`src/rtl/seg_pkg.sv`:
```
// Shared constants and state encoding for the seven-segment scan path.
package seg_pkg;
  localparam int          NUM_DIGITS  = 6;
  localparam int          DATA_W      = 24;
  localparam logic [23:0] MAX_DISPLAY = 24'd999999;
  localparam logic [5:0]  SEL_OFF     = 6'b0;

  typedef enum logic [1:0] {
    IDLE  = 2'd0,
    ON    = 2'd1,
    BLANK = 2'd2
  } scan_state_e;
endpackage

```
`src/rtl/tick_counter.sv`:
```
// Terminal-count counter: tc is high in the last cycle of each LIMIT-cycle run.
module tick_counter #(
  parameter int LIMIT = 4
) (
  input  logic clk,
  input  logic rst_n,
  input  logic clr,
  input  logic en,
  output logic tc
);
  localparam int W = (LIMIT > 1) ? $clog2(LIMIT) : 1;

  logic [W-1:0] cnt;

  assign tc = (cnt == W'(LIMIT - 1));

  always_ff @(posedge clk or negedge rst_n) begin
    if (!rst_n) begin
      cnt <= '0;
    end else if (clr) begin
      cnt <= '0;
    end else if (en) begin
      cnt <= tc ? '0 : cnt + 1'b1;
    end
  end
endmodule

```
`src/rtl/seg_scan_sequencer.sv`:
```
// Rotating one-hot digit select with blank gaps; the display value only
// changes at frame boundaries so a whole frame shows one number.
module seg_scan_sequencer
  import seg_pkg::*;
#(
  parameter int          ON_CYCLES    = 50000,
  parameter int          BLANK_CYCLES = 500,
  parameter logic [23:0] MAX_VAL      = MAX_DISPLAY,
  parameter int          NUM_DIGITS   = 6
) (
  input  logic        clk,
  input  logic        rst_n,
  input  logic        en,
  input  logic [23:0] data_in,
  input  logic        data_in_vld,
  output logic [5:0]  sel,
  output logic [23:0] data_out,
  output logic        frame_start
);
  localparam int BLANK_LIMIT = (BLANK_CYCLES > 0) ? BLANK_CYCLES : 1;

  scan_state_e state_q, state_d;
  logic [2:0]  digit_q, digit_d;
  logic [5:0]  sel_d;
  logic        frame_d;
  logic        on_tc, blank_tc;
  logic [23:0] pend_q;
  logic        pend_flag;
  logic [23:0] data_sat;

  function automatic logic [23:0] sat_val(input logic [23:0] v);
    return (v > MAX_VAL) ? MAX_VAL : v;
  endfunction

  assign data_sat = sat_val(data_in);

  tick_counter #(.LIMIT(ON_CYCLES)) u_on_cnt (
    .clk   (clk),
    .rst_n (rst_n),
    .clr   (!en),
    .en    (state_q == ON),
    .tc    (on_tc)
  );

  tick_counter #(.LIMIT(BLANK_LIMIT)) u_blank_cnt (
    .clk   (clk),
    .rst_n (rst_n),
    .clr   (!en),
    .en    (state_q == BLANK),
    .tc    (blank_tc)
  );

  // next state, next digit and whether the coming cycle opens a frame
  always_comb begin
    logic advance;
    state_d = state_q;
    digit_d = digit_q;
    frame_d = 1'b0;
    advance = 1'b0;
    if (!en) begin
      state_d = IDLE;
      digit_d = '0;
    end else begin
      case (state_q)
        IDLE: begin
          state_d = ON;
          digit_d = '0;
          frame_d = 1'b1;
        end
        ON: begin
          if (on_tc) begin
            if (BLANK_CYCLES > 0) state_d = BLANK;
            else                  advance = 1'b1;
          end
        end
        BLANK: begin
          if (blank_tc) begin
            state_d = ON;
            advance = 1'b1;
          end
        end
        default: begin
          state_d = IDLE;
          digit_d = '0;
        end
      endcase
    end
    if (advance) begin
      if (digit_q == 3'(NUM_DIGITS - 1)) begin
        digit_d = '0;
        frame_d = 1'b1;
      end else begin
        digit_d = digit_q + 3'd1;
      end
    end
    sel_d = (state_d == ON) ? (6'd1 << digit_d) : SEL_OFF;
  end

  always_ff @(posedge clk or negedge rst_n) begin
    if (!rst_n) begin
      state_q     <= IDLE;
      digit_q     <= '0;
      sel         <= SEL_OFF;
      frame_start <= 1'b0;
    end else begin
      state_q     <= state_d;
      digit_q     <= digit_d;
      sel         <= sel_d;
      frame_start <= frame_d;
    end
  end

  // a strobe coincident with a frame load goes straight to data_out
  always_ff @(posedge clk or negedge rst_n) begin
    if (!rst_n) begin
      data_out  <= '0;
      pend_q    <= '0;
      pend_flag <= 1'b0;
    end else if (frame_d && (data_in_vld || pend_flag)) begin
      data_out  <= data_in_vld ? data_sat : pend_q;
      pend_flag <= 1'b0;
      if (data_in_vld) pend_q <= data_sat;
    end else if (data_in_vld) begin
      pend_q    <= data_sat;
      pend_flag <= 1'b1;
    end
  end
endmodule

```
`config.mk`:
```
export PLATFORM = sky130hd
export DESIGN_NAME = seg_scan_sequencer
export DESIGN_NICKNAME = d
export VERILOG_FILES = /design/src/rtl/seg_pkg.sv /design/src/rtl/tick_counter.sv /design/src/rtl/seg_scan_sequencer.sv
export SDC_FILE = /design/constraint.sdc
export NUM_CORES = 1
export LEC_CHECK = 0
export ABC_AREA = 1
export CAP_MARGIN = 20
export CORE_MARGIN = 4
export CORE_UTILIZATION = 55
export DETAILED_ROUTE_END_ITERATION = 7
export PLACE_DENSITY = 0.76
export SLEW_MARGIN = 10
export SYNTH_ARGS = -nofsm -noshare
export SYNTH_HDL_FRONTEND = slang
export SYNTH_SLANG_ARGS = --single-unit
```
`constraint.sdc`:
```
create_clock -name clk -period 2.4 [get_ports clk]
set_input_delay 0.6 -clock clk [delete_from_list [all_inputs] [get_ports clk]]
set_output_delay 0.6 -clock clk [all_outputs]
set_load 0.1 [all_outputs]
```
=== Word level (Yosys, flattened, before mapping) ===
Cells that the tools add are included.

* Word-level logic and storage cells: 53
* Output and inout bits: 31
* Bits in registers: 86

* Eq/ne operators: 8
* Add/subtract/negate cells: 3
* Shifts and indexed selects: 1
* Magnitude comparators: 1
* Mux-type cells: 26
* Reduce and logical (&&, ||, !) cells: 5

{| class="wikitable"
|+ Operators with widths
! operator !! number
|-
| $mux 16 || 3
|-
| $mux 24 || 2
|-
| $mux 9 || 3
|-
| $gt 24x20->1 const B || 1
|-
| $add 16x1->16 const B || 1
|-
| $eq 16x16->1 const B || 1
|-
| $mux 3 || 4
|-
| $add 9x1->9 const B || 1
|-
| $eq 9x9->1 const B || 1
|-
| $mux 1 || 9
|-
| $mux 2 || 3
|-
| $mux 6 || 1
|-
| $pmux 2 s3 || 1
|-
| $shl 1x3->6 const A || 1
|-
| $eq 2x1->1 const B || 2
|-
| $ne 2x1->1 const B || 2
|-
| $add 3x1->3 const B || 1
|-
| $eq 3x3->1 const B || 1
|-
| $eq 2x2->1 const B || 1
|-
| $logic_not 2->1 || 1
|-
| $reduce_bool 2->1 || 1
|-
| $reduce_or 2->1 || 1
|-
| $logic_and 1x1->1 || 1
|-
| $logic_or 1x1->1 || 1
|}

=== Longest topological paths before layout ===
Gate-level depths: netlist of the first run.

* Word-level depth: 7
* Depth in mapped cells: 11

=== Cells and area by module ===
A second synthesis of the first run with hierarchy kept.

* Cell total of the unflattened synthesis: 554
* Area, all modules: 4423.0 um^2

{| class="wikitable"
|+ By module, submodules not included
! module !! cells an instance !! instances !! area an instance (um^2)
|-
| seg_scan_sequencer || 342 || 1 || 2851.5
|-
| tick_counter (u_on_cnt) || 137 || 1 || 1016.0
|-
| tick_counter (u_blank_cnt) || 75 || 1 || 555.5
|}

=== Worst setup path after synthesis of the first run ===
Ideal clock, no wire load.

* Path kind: register -> register
* Start point: reg state_q[0]
* End point: reg data_out[10]
* Data arrival time: 1.681 ns
* Setup time: 0.120 ns
* Cell stages (with the launch flop): 11
* Required time: 2.280 ns
* Path slack: 0.599 ns
* Cells stage by stage: dfrtp_1 -> inv_1 -> ha_1 -> bufinv_8 -> nor2_8 -> nand3_4 -> a21oi_4 -> inv_4 -> buf_6 -> nand2_1 -> nand2_1

* Longest elaborated chain between the ends: 6
* Elaborated cells between the ends (all ways): 9

{| class="wikitable"
|+ Ends and longest elaborated chain
! what !! RTL line !! source
|-
| from (decl) || seg_scan_sequencer.sv:22 || <nowiki>scan_state_e state_q, state_d;</nowiki>
|-
| from (signal assigned) || seg_scan_sequencer.sv:106 || <nowiki>state_q <= state_d;</nowiki>
|-
| $logic_not 2->1 || seg_scan_sequencer.sv:64 || <nowiki>case (state_q)</nowiki>
|-
| $mux 1 || seg_scan_sequencer.sv:64 ||
|-
| $mux 1 || seg_scan_sequencer.sv:60 || <nowiki>if (!en) begin</nowiki>
|-
| $mux 1 || seg_scan_sequencer.sv:89 || <nowiki>if (digit_q == 3'(NUM_DIGITS - 1)) begin</nowiki>
|-
| $mux 1 (*) || seg_scan_sequencer.sv:88 || <nowiki>if (advance) begin</nowiki>
|-
| $logic_and 1x1->1 (*) || seg_scan_sequencer.sv:119 || <nowiki>end else if (frame_d && (data_in_vld || pend_flag)) begin</nowiki>
|-
| to (signal assigned) || seg_scan_sequencer.sv:120 || <nowiki>data_out <= data_in_vld ? data_sat : pend_q;</nowiki>
|-
| to (decl) || seg_scan_sequencer.sv:17 || <nowiki>output logic [23:0] data_out,</nowiki>
|}

Mark *: on every way between the ends. The rest lies on a longest branch, timed or not.
A chain may end at the register's enable or synchronous reset.

=== Final worst setup path of the first run ===
* Start point: reg u_blank_cnt.cnt[1]
* End point: reg data_out[8]

* Longest elaborated chain between the ends: 6

{| class="wikitable"
|+ Ends and longest elaborated chain
! what !! RTL line !! source
|-
| from (decl) || tick_counter.sv:13 || <nowiki>logic [W-1:0] cnt;</nowiki>
|-
| from (signal assigned) || tick_counter.sv:23 || <nowiki>cnt <= tc ? '0 : cnt + 1'b1;</nowiki>
|-
| $eq 9x9->1 || tick_counter.sv:15 || <nowiki>assign tc = (cnt == W'(LIMIT - 1));</nowiki>
|-
| $mux 1 || seg_scan_sequencer.sv:77 || <nowiki>if (blank_tc) begin</nowiki>
|-
| $mux 1 || n/a ||
|-
| $mux 1 || seg_scan_sequencer.sv:60 ||
|-
| $mux 1 || seg_scan_sequencer.sv:88 ||
|-
| $logic_and 1x1->1 || seg_scan_sequencer.sv:119 ||
|}

No other way between the ends.

==> run metrics, run 1 <==
width of the chip between 90 and 100 µm; count of cell instances traversed by the critical path 10; biggest area consumer among synthesized cells dfrtp_1; Internal Pwr Total around 0.0022 W; switching fraction of total power between 30% and 40%; worst flop-to-flop path endpoint data_out[8]; shortest period the worst path allows slightly above 2 ns; number of buffers created by CTS 9; Leakage around 2.6 nW; Worst-path clk slew 0.09 ns; Iteration-0 DRC Markers roughly 140; Sink Count 86; Syn Std Cell Area around 4200 µm²; Core Area about 7400 µm²; result of the run finished clean; layout net count just over 600; global-route wire length before repair 14.9 mm; top cell family by delay on the critical path simple AND/OR/NAND/NOR gates; count of pins on the block boundary a little under 60; GRT Total Usage a little over a fifth; Critical Path Sink data_out[8]; FP Rows 31; # setup viols final 0; relative contribution of combinational cells to total power a little over a fifth; worst reg2reg setup slack 0.35 ns; number of cells upsized or downsized after cts 0; Final Max Slew Viols 0; per-instance average area after synthesis 8.12 µm²; worst setup path class reg2reg; Hold Fails Final Rpt 0; buffer depth of the longest clock path 2; vias after detailed routing 3411; EDFF count, synth 0; antenna violations before repair 0; aggregate negative setup slack 0 ns; power per cell area around 660 nW/µm²; sequential cell area fraction in the yosys report 50.9%; synthesis-to-finish area growth 19.7%; gate count after technology mapping about 520; end-of-flow core utilization slightly below 70%; setup slack after placement approximately 0.16 ns; detailed-routing iteration count for the pre-antenna-repair pass 4; proportion of power drawn by the clock network between 30% and 40%; H-Tree Depth 3; Cell variety after synth 39; Slew HR approximately two thirds; Max rail drop VDD just under 700 µV; crit-path most repeated cell nand2_1; Synth Flop Type dfrtp_1; type of the most critical hold path in2async; # Post-CTS Setup Buffers 0; Worst Reg2Reg Path Length in Cells 10; most frequent cells in the layout nand2_1 (158), dfrtp_1 (86), inv_1 (69); final-layout worst hold slack 0.204 ns; sequence of cells on the critical path ha_1, nand2_1, nor2_4, nand2_4, nor2_8, nand3_4, a21oi_4, inv_4, nand2_1, nand2_1; required time at the worst-slack endpoint approximately 2.6 ns; Diodes inserted 0; vias in the first global route 3284; placer congestion estimate 0.887; buffer and inverter count on the worst path 1; most frequent standard cell in the layout excluding fill and tap cells nand2_1; sequential group share of total power around 47%; startpoint of the worst register-to-register path u_blank_cnt.cnt[1]; switching power 0.00113 W; number of hold buffers added after cts 0; Total Routed Length between 8 and 9 mm; TritonCTS clock tree yes; initial core utilization between 50% and 60%; top fanout value on the critical path 24; timing-limited maximum frequency 488 MHz; startpoint of the most critical setup path u_blank_cnt.cnt[1]; cell with the biggest individual delay on the critical path dfrtp_1; Async SR Flop Fraction 100%; cell types with the largest area share after synthesis dfrtp_1 (51%), nand2_1 (14%), inv_1 (6.1%); category of the worst setup path launch point flop; post-detailed-route via-to-cell ratio between 4 and 5; Synthesized Nets between 500 and 600; kind of capture point of the worst setup path flop; unrepaired setup endpoints after global routing no; master cell of the clock root buffer clkbuf_8; maximum number of pins on one net before global-route repair approximately 50; period utilization 85.4%; DR WL/cell between 10 and 15 µm; share of cells above drive strength 1 between 10 and 15%; Crit path arrival time roughly 2.3 ns; remaining design rule violation count 0; I/O Buffers between 50 and 60; Worst path max stage delay about 0.4 ns; flip-flop and latch count after synthesis 86; final global-route overflow total 0; Yosys Warn Count 0; clock skew after layout 0.0135 ns; clock latency reported for the late side of the worst-skew pair ~0.35 ns; Final ANT Viol Nets 0; Worst Max-Slew Pin Slew 0.495 ns; crit path setup slack, layout roughly 0.35 ns; Yosys top cell area share a little over 50%; Detail Placement HPWL 6.48 mm; chip height approximately 96 µm; Die Outline Area approximately 9200 µm²; Max-Cap Viols 0
cell families after synthesis:
kind of cell	synth area share [%]
compound gates	4.53
xor+xnor	1.66
fa+ha+maj	1.77
buf+inv	9.32
flops	50.9
simple gates	31.9
per-layer routing:
metal	up-vias	wire length, µm	global-route usage, %
li1	1754	-	-
met1	1580	4240	28.6
met2	67	4190	33.4
met3	10	309	3.75
met4	0	124	7.46
met5	-	0	0
worst reg2reg max path, delay by kind of cell, from the launching register on:
| kind | cells | cell delay [ns] |
|---|---|---|
| DFF | 1 | 0.40 |
| buffers and inverters | 1 | 0.20 |
| adders and majority gates | 1 | 0.28 |
| and+or+nand+nor | 7 | 0.71 |
| AOI/OAI and AO/OA | 1 | 0.35 |
power by group through the flow:
stage / combinational [W] / sequential [W] / clock, W
2_1_floorplan: 0.000188 / 0.00193 / 0
3_3_place_gp: 0.000723 / 0.00160 / 0
5_1_grt: 0.000780 / 0.00159 / 0.00113
3_5_place_dp: 0.000736 / 0.00160 / 0
6_report: 0.000729 / 0.00158 / 0.00104
4_1_cts: 0.000736 / 0.00158 / 0.00106
state kept, by name (all words and copies together) (netlist names), 2 cells and up:
signal	flops
u_blank_cnt.cnt	9
data_out	24
sel	6
digit_q	3
u_on_cnt.cnt	16
pend_q	24
state_q	2
Yosys cell counts (2+ instances only):
cell type and n:
o21ai_1 2, nand3_1 37, nand2_2 3, nor2_1 54, buf_2 3, a211oi_1 2, a21oi_1 11, nor2_4 2
ha_1 6, nor4_1 2, nand3b_1 8, nand4_1 13, xor2_1 7, inv_1 69, buf_6 4, dfrtp_1 86
nand2_1 158, o22ai_1 2, or2_2 11, nor3_1 8, inv_2 3, o21ai_0 9, clkbuf_1 4, o21a_1 2
layout make-up:
| cell class | count | area, µm² |
|---|---|---|
| Fill cell | 627 | 2310 |
| Clock buffer | 10 | 138 |
| Multi-Input combinational cell | 347 | 1690 |
| Clock inverter | 6 | 68.8 |
| Sequential cell | 86 | 2150 |
| Timing Repair Buffer | 67 | 593 |
| Tap cell | 99 | 124 |
| Inverter | 75 | 298 |
per-stage QoR:
stage / cells / instance area (µm²) / total power (W)
global placement: 674 / 4860 / 0.00233
global route: 690 / 5060 / 0.00350
floorplan: 521 / 4230 / 0.00212
CTS: 690 / 5060 / 0.00338
finish: 690 / 5060 / 0.00335
detailed placement: 674 / 4860 / 0.00234
how the worst min path moves through the flow:
stage                 start               end  slack [ns]  cells past startpoint
2_1_floorplan         rst_n       data_out[0]        0.30                      0
3_3_place_gp   data_out[21]      data_out[21]        0.46                      2
3_5_place_dp   data_out[21]      data_out[21]        0.46                      2
4_1_cts               rst_n  u_on_cnt.cnt[11]        0.23                      1
5_1_grt               rst_n  u_on_cnt.cnt[14]        0.24                      1
6_report              rst_n  u_on_cnt.cnt[11]        0.20                      1
Note: power is estimated with default switching activity, not from simulation.
==> inputs of run 2 (changes only) <==
CORE_ASPECT_RATIO = 0.7   (was unset)
CORE_UTILIZATION = 60   (was 55)
DONT_BUFFER_PORTS = 1   (was unset)
PLACE_DENSITY = 0.72   (was 0.76)
==> run 2 against run 1 <==
- the flow now finishes with violations (negative hold slack)
- register-to-register slack gained 0.099 ns
- clock power grew 9%
- via count shrank 0.85%
- global-route usage grew 0.83 points
- clock skew shrank 0.0053 ns
- highest routed layer unchanged
==> run metrics, run 2 (synthesis gave the netlist of run 1 again) <==
kind of capture point of the worst setup path flop; Iteration-0 DRC Markers 152; layout net count 589; synthesis-to-finish area growth 12.3%; number of buffers created by CTS 9; Worst Reg2Reg Path Length in Cells 9; FP Rows 25; worst reg2reg setup slack 0.45 ns; global-route wire length before repair 14.6 mm; width of the chip ~110 µm; count of pins on the block boundary 59; worst flop-to-flop path endpoint data_out[1]; placed standard-cell area approximately 4500 µm²; buffer and inverter count on the worst path 3; TritonCTS clock tree yes; DR WL/cell approximately 13 µm; final-layout worst hold slack -0.0634 ns; switching power 0.00106 W; power per cell area 702 nW/µm²; Detail Placement HPWL ~6.0 mm; clock latency reported for the late side of the worst-skew pair 0.35 ns; largest registers in the final layout data_out (24), pend_q (24), u_on_cnt.cnt (16); share of cells above drive strength 1 13.8%; antenna violations before repair 0; Worst-path clk slew 0.09 ns; top cell family by delay on the critical path buffers and inverters; # setup viols final 0; startpoint of the worst register-to-register path state_q[0]; period utilization about four fifths; # Post-CTS Setup Buffers 0; sequential group share of total power 46.8%; proportion of power drawn by the clock network roughly a third; remaining design rule violation count 0; final global-route overflow total 0; Leakage around 2.5 nW; detailed-routing iteration count for the pre-antenna-repair pass 4; most frequent cells in the layout nand2_1 (158), dfrtp_1 (86), inv_1 (69); Worst Max-Slew Pin Slew roughly 0.48 ns; buffer depth of the longest clock path 2; clock skew after layout about 0.0082 ns; H-Tree Depth 3; maximum number of pins on one net before global-route repair between 80 and 90; Max-Cap Viols 0; vias after detailed routing around 3.4k; Core Area about 6800 µm²; vias in the first global route 3273; required time at the worst-slack endpoint 2.70 ns; timing-limited maximum frequency roughly 510 MHz; post-detailed-route via-to-cell ratio slightly above 5; Total Routed Length ~8.5 mm; top fanout value on the critical path 11; Internal Pwr Total between 0.002 and 0.0025 W; final instance area approximately 4800 µm²; Worst path max stage delay between 0.4 and 0.5 ns; unrepaired setup endpoints after global routing no; most frequent standard cell in the layout excluding fill and tap cells nand2_1; Sink Count 86; master cell of the clock root buffer clkbuf_8; I/O Buffers 0; initial core utilization 62.3%; shortest period the worst path allows just under 2 ns; Hold Fails Final Rpt 86; Slew HR 67.8%; Crit path arrival time between 2 and 2.5 ns; chip height ~78 µm; Diodes inserted 0; aggregate negative setup slack 0 ns; Die Outline Area 8480 µm²; GRT Total Usage ~22%; Final ANT Viol Nets 0; type of the most critical hold path in2async; switching fraction of total power approximately a third; cell with the biggest individual delay on the critical path dfrtp_1; violated checks negative hold slack; result of the run complete, but fails checks; Max rail drop VDD approximately 400 µV; worst setup path class reg2reg; Final Max Slew Viols 0; sequence of cells on the critical path inv_1, ha_1, bufinv_8, nor2_8, nand3_4, a21oi_4, buf_4, nand3_1, nand2_1; placer congestion estimate 0.914; category of the worst setup path launch point flop; relative contribution of combinational cells to total power 19.4%
==> run 2: how the worst max path moves through the flow <==
stage               cells after the start           end  startpoint  slack [ns]
detailed placement                      9   data_out[5]  state_q[0]        0.48
CTS                                     9  data_out[19]  state_q[0]        0.46
global placement                        9   data_out[0]  state_q[0]        0.55
floorplan                              10  data_out[10]  state_q[0]        0.60
finish                                  9   data_out[1]  state_q[0]        0.45
global route                            9   data_out[5]  state_q[0]        0.27
==> run 2: cell type report <==
| class | count | area (µm²) |
|---|---|---|
| Clock buffer | 11 | 141 |
| Clock inverter | 5 | 82.6 |
| Fill cell | 533 | 2040 |
| Inverter | 75 | 298 |
| Multi-Input combinational cell | 347 | 1690 |
| Sequential cell | 86 | 2150 |
| Tap cell | 94 | 118 |
| Timing Repair Buffer | 36 | 270 |
==> run 2: layer usage <==
metal,routed length [µm],track usage [%],part of all wire (%),up-vias
met5,0,0,0,-
met4,112,8.70,1.3,0
met3,492,5.83,5.8,14
met2,3720,31.8,44,99
met1,4160,30.8,49,1573
li1,-,-,-,1696
==> run 2: power groups by stage <==
stage               sequential, W  combinational [W]  clock (W)
CTS                       0.00156           0.000649    0.00115
detailed placement        0.00159           0.000648          0
global placement          0.00159           0.000639          0
global route              0.00157           0.000691    0.00121
finish                    0.00156           0.000647    0.00113
floorplan                 0.00193           0.000188          0
==> run 2: stage by stage <==
| stage | power (W) | cells | hold WS [ns] | util (%) | worst slack (ns) |
|---|---|---|---|---|---|
| 3_5_place_dp | 0.00224 | 638 | 0.307 | 66.7 | 0.476 |
| 3_3_place_gp | 0.00223 | 638 | 0.307 | 66.7 | 0.546 |
| 5_1_grt | 0.00347 | 654 | -0.0904 | 70.0 | 0.265 |
| 2_1_floorplan | 0.00212 | 521 | 0.304 | - | 0.599 |
| 4_1_cts | 0.00336 | 654 | -0.0808 | 70.0 | 0.462 |
| 6_report | 0.00334 | 654 | -0.0634 | 70.0 | 0.450 |
==> run 2: what timing repair did <==
action                     in CTS  in global routing
gates resized for setup         0                  0
hold endpoints to repair       86                 86
setup endpoints to repair       0                  0
==> edit 1, RTL diff (config.mk and constraints of run 1) <==
Change the parameter `ON_CYCLES` from 50000 to 12500.
--- a/src/rtl/seg_scan_sequencer.sv
+++ b/src/rtl/seg_scan_sequencer.sv
@@ -4,5 +4,5 @@
   import seg_pkg::*;
 #(
-  parameter int          ON_CYCLES    = 50000,
+  parameter int          ON_CYCLES    = 12500,
   parameter int          BLANK_CYCLES = 500,
   parameter logic [23:0] MAX_VAL      = MAX_DISPLAY,
Function: no difference found for any inputs over 10 cycles, from zero or initial values and one cycle with rst_n low; that may be too few to reach the edited logic, so the function may still have changed.
==> edit 1 against run 1 <==
- design area fell by 1.0%
- setup slack improved by 0.13 ns
- die area is 1.8% lower
- worst hold slack gained 0.035 ns
- total power increased by 0.40%
- sequential power down 4%
- clock skew down 0.00084 ns
- final cell count increased by 1.6%
- synthesized area fell by 2.0%
- sequential cell count down 2
- first-iteration DRC count up 16%
- routed wire length fell by 1.3%
- critical endpoint is now u_blank_cnt.cnt[7]$_DFFE_PN0P_
==> edit 1: results (changes against run 1) <==
status=finished, final reports clean; r2r worst-path depth=11 (+1); Leakage Power=2.57 nW (-1.5%); starting DRC count in detailed routing=161 (+16%); R2R Path Start=state_q[0]$_DFF_PN0_; fin cells=701 (+1.6%); Max FO, Critical Path=9 (-63%); # resized after CTS=0 (unchanged); H-tree depth=3 (unchanged); fin nets=631 (+1.8%); Peak VDD IR=360 µV (-47%); gpl congestion=0.849 (-4.3%); clock slew at reported path FFs=0.10 ns; global-route wire length before repair=15.0 mm (about the same); Hold WS=0.239 ns (+0.0347 ns); total number of vias=3475 (+1.9%); area share of fa/ha/maj cells after synthesis=1.81% (+0.036 points); xor-xnor portion of the synthesized cell area=1.48% (-0.18 points); number of max-cap violations=0 (unchanged); layout cell share with drive strength beyond 1=13.5% (-0.59 points); WL/cell=12.5 µm (-2.8%); Cells after DPL=685 (+1.6%); largest net degree at the start of global routing=85 (+73%); dominant synthesized flop cell=dfrtp_1; largest registers=data_out (24), pend_q (24), u_on_cnt.cnt (14); synth top area cells=dfrtp_1, nand2_1, nand3_1; Seq/Total Area, Yosys=50.7% (-0.16 points); Critical Path AT=2.22 ns (-0.07 ns); Synth cell types=34 (-13%); worst reg2reg setup slack=0.48 ns (+0.13 ns); post-synthesis mux area share=0.241% (+0.24 points); commonest cells in the netlist=nand2_1, dfrtp_1, inv_1, nor2_1, nand3_1; syn_area_per_cell=7.79 µm² (-4.0%); vias in the first global route=3324 (+1.2%); r2r endpoint=u_blank_cnt.cnt[7]$_DFFE_PN0P_; compound-cell area share of the yosys netlist=3.56% (-0.96 points); drt first pass iters=5 (+1); HPWL after detailed placement=6.10 mm (-5.8%); Setup TNS=0 ns (unchanged); Post-DP Area=4780 µm² (-1.6%); Clock Skews=0.0127 ns (-0.000837 ns); Net Count, Synth=566 (+2.0%); All-Layer GR Usage=21.1% (+0.19 points); DP Worst Slack=0.209 ns (+0.0470 ns); critical path's largest stage delay=0.43 ns (+0.03 ns); Worst slew margin=60.4% (-6.6 points); Worst path top cell family by delay=simple AND/OR/NAND/NOR gates; fillers=615 (-1.9%)
-- edit 1: changes by cell type after synthesis, moves of 3 or more --
cell / delta
nand2_1: +3
a21oi_1: -5
nand3_1: +25
nand4_1: -10
nor2_1: +16
nand3b_1: -7
nor3_1: -3
-- edit 1: worst max path at each step --
stage          slack [ns]  cells past startpoint                 start                              to
2_1_floorplan        0.76                     12  state_q[0]$_DFF_PN0_  u_blank_cnt.cnt[7]$_DFFE_PN0P_
5_1_grt              0.28                     11  state_q[0]$_DFF_PN0_  u_blank_cnt.cnt[7]$_DFFE_PN0P_
3_5_place_dp         0.21                      7                    en     u_on_cnt.cnt[3]$_DFFE_PN0P_
6_report             0.48                     11  state_q[0]$_DFF_PN0_  u_blank_cnt.cnt[7]$_DFFE_PN0P_
4_1_cts              0.47                     11  state_q[0]$_DFF_PN0_  u_blank_cnt.cnt[7]$_DFFE_PN0P_
3_3_place_gp         0.20                      7                    en     u_on_cnt.cnt[2]$_DFFE_PN0P_
-- edit 1: report_power, final --
group	leakage [nW]	internal, mW	switching (mW)	total, mW
Combinational	1.38	0.167	0.528	0.695
Sequential	1.07	1.48	0.0382	1.52
Clock	0.116	0.604	0.547	1.15
Total	2.57	2.25	1.11	3.36
-- edit 1: area by class of cell --
type	count	area (µm²)	area share [%]
Sequential cell	84	2100	41.9
Multi-Input combinational cell	361	1680	33.6
Timing Repair Buffer	67	593	11.8
Inverter	74	280	5.59
Clock buffer	9	124	2.47
Tap cell	99	124	2.47
Clock inverter	7	106	2.12
-- edit 1: layer usage --
metal	GRT usage, %	vias up	share of wire, %
met3	5.26	11	5.6
met2	33.6	86	46
li1	-	1765	-
met4	6.85	0	1.3
met5	0	-	0
met1	28.3	1613	47
==> edit 2, RTL diff (config.mk and constraints of run 1) <==
Made on the original files. Make the reset (`rst_n`) synchronous in 3 clocked blocks.
--- a/src/rtl/tick_counter.sv
+++ b/src/rtl/tick_counter.sv
@@ -15,5 +15,5 @@
   assign tc = (cnt == W'(LIMIT - 1));
 
-  always_ff @(posedge clk or negedge rst_n) begin
+  always_ff @(posedge clk) begin
     if (!rst_n) begin
       cnt <= '0;
--- a/src/rtl/seg_scan_sequencer.sv
+++ b/src/rtl/seg_scan_sequencer.sv
@@ -97,5 +97,5 @@
   end
 
-  always_ff @(posedge clk or negedge rst_n) begin
+  always_ff @(posedge clk) begin
     if (!rst_n) begin
       state_q     <= IDLE;
@@ -112,5 +112,5 @@
 
   // a strobe coincident with a frame load goes straight to data_out
-  always_ff @(posedge clk or negedge rst_n) begin
+  always_ff @(posedge clk) begin
     if (!rst_n) begin
       data_out  <= '0;
Behaviour: differs if rst_n is asserted again (counterexample within 4 cycles, from zero or initial values and one cycle with rst_n low); with rst_n held inactive, the same outputs for 10 cycles.
==> edit 2 against run 1 <==
- sequential cell count unchanged
- routed wire length down 4.9%
- total power shrank 4.4%
- design area is 5.6% lower
- via count increased by 5.0%
- sequential power decreased by 5%
- synthesized area down 7.3%
- setup slack improved by 0.14 ns
- worst hold slack gained 0.24 ns
- critical path type is now in2reg
- largest power group unchanged
- highest routed layer unchanged
==> edit 2: results (changes against run 1) <==
commonest cells in the netlist=nand2_1, nor2_1, dfxtp_1, inv_1, a21oi_1; Cells after DPL=718 (+6.5%); total number of vias=3583 (+5.0%); Sw Ratio=30.2% (-3.4 points); status=finished, final reports clean; starting DRC count in detailed routing=171 (+23%); CP max stage cell=clkdlybuf4s50_1; fin nets=668 (+7.7%); Net Count, Synth=606 (+9.2%); r2r worst-path depth=8 (-2); Leakage Power=2.13 nW (-18%); global-route wire length before repair=14.4 mm (-3.6%); critical path's largest stage delay=0.58 ns (+0.18 ns); Min-Delay Path Class=reg2reg; Synth cell types=29 (-26%); Peak VDD IR=429 µV (-37%); Site Rows=30 (-3.2%); worst slew pin tran=0.401 ns (-0.0939 ns); Async S/R FF share, synth=0% (-100 points); met1 Use GR=27.9% (-0.68 points); met2 Usage GRT=32.1% (-1.3 points); Clock Skews=0.00844 ns (-0.00509 ns); HPWL after detailed placement=6.09 mm (-6.0%); routed wire length=8.43 mm (-4.9%); layout cell share with drive strength beyond 1=12.4% (-1.7 points); largest net degree at the start of global routing=47 (-4.1%); Seq/Total Area, Yosys=43.9% (-7.0 points)
==> edit 2: kinds of logic (layout without fill, tap and decap cells) <==
logic type      after synthesis  after routing  synth area share, %
fa+ha+maj                     6              6                 1.92
flops                        86             86                 43.9
buf+inv                      93            160                 9.48
compound gates               61             61                 8.97
simple gates                322            322                 34.8
xor+xnor                      4              4                0.894
==> edit 2: power by group through the flow <==
| stage | logic, mW | clock network, mW | registers (mW) |
|---|---|---|---|
| final | 0.548 | 1.15 | 1.50 |
| after CTS | 0.547 | 1.18 | 1.50 |
| after floorplan | 0.172 | 0 | 1.76 |
| after global routing | 0.590 | 1.25 | 1.51 |
| after detailed placement | 0.544 | 0 | 1.53 |
| after global placement | 0.538 | 0 | 1.53 |
==> edit 2: worst reg2reg max path, delay by kind of cell, from the launching register on <==
kind                     cells  cell delay, ns
AO/OA/AOI/OAI                3            0.55
buffers and inverters        2            0.31
flip-flops                   1            0.35
adder cells (fa/ha/maj)      1            0.34
AND/OR/NAND/NOR              2            0.26
==> edit 2: worst paths after layout <==
check	start	endpoint	slack, ns
worst max register to register	state_q[0]$_SDFF_PN0_	data_out[0]$_SDFFE_PN0P_	0.51
worst min register to register	pend_q[22]$_SDFF_PN0_	pend_q[22]$_SDFF_PN0_	0.45
worst min-delay path	pend_q[22]$_SDFF_PN0_	pend_q[22]$_SDFF_PN0_	0.45
worst max-delay path	en	data_out[0]$_SDFFE_PN0P_	0.50
==> edit 2: area by class of cell <==
class                   count  area [µm²]  share of cell area (%)
clock buffers               9         124                    2.59
clock inverters             7         103                    2.15
multi-input cells         393        1830                    38.3
repair buffers             69         598                    12.5
well taps                  96         120                    2.51
inverters                  75         282                    5.89
flip-flops and latches     86        1720                    36.0
==> edit 2: metal layers <==
| metal | part of all wire (%) | vias to the layer above |
|---|---|---|
| met5 | 0 | - |
| met2 | 45 | 73 |
| met4 | 1.4 | 0 |
| met1 | 49 | 1608 |
| li1 | - | 1891 |
| met3 | 4.3 | 11 |
==> edit 2: through the flow <==
stage | total power, mW | worst slack, ns | cell area (µm²)
final | 3.20 | 0.496 | 4780
after global placement | 2.07 | 0.00323 | 4530
after CTS | 3.23 | 0.396 | 4760
after detailed placement | 2.08 | 0.0262 | 4530
after global routing | 3.34 | 0.323 | 4780
after floorplan | 1.93 | 0.716 | 3920
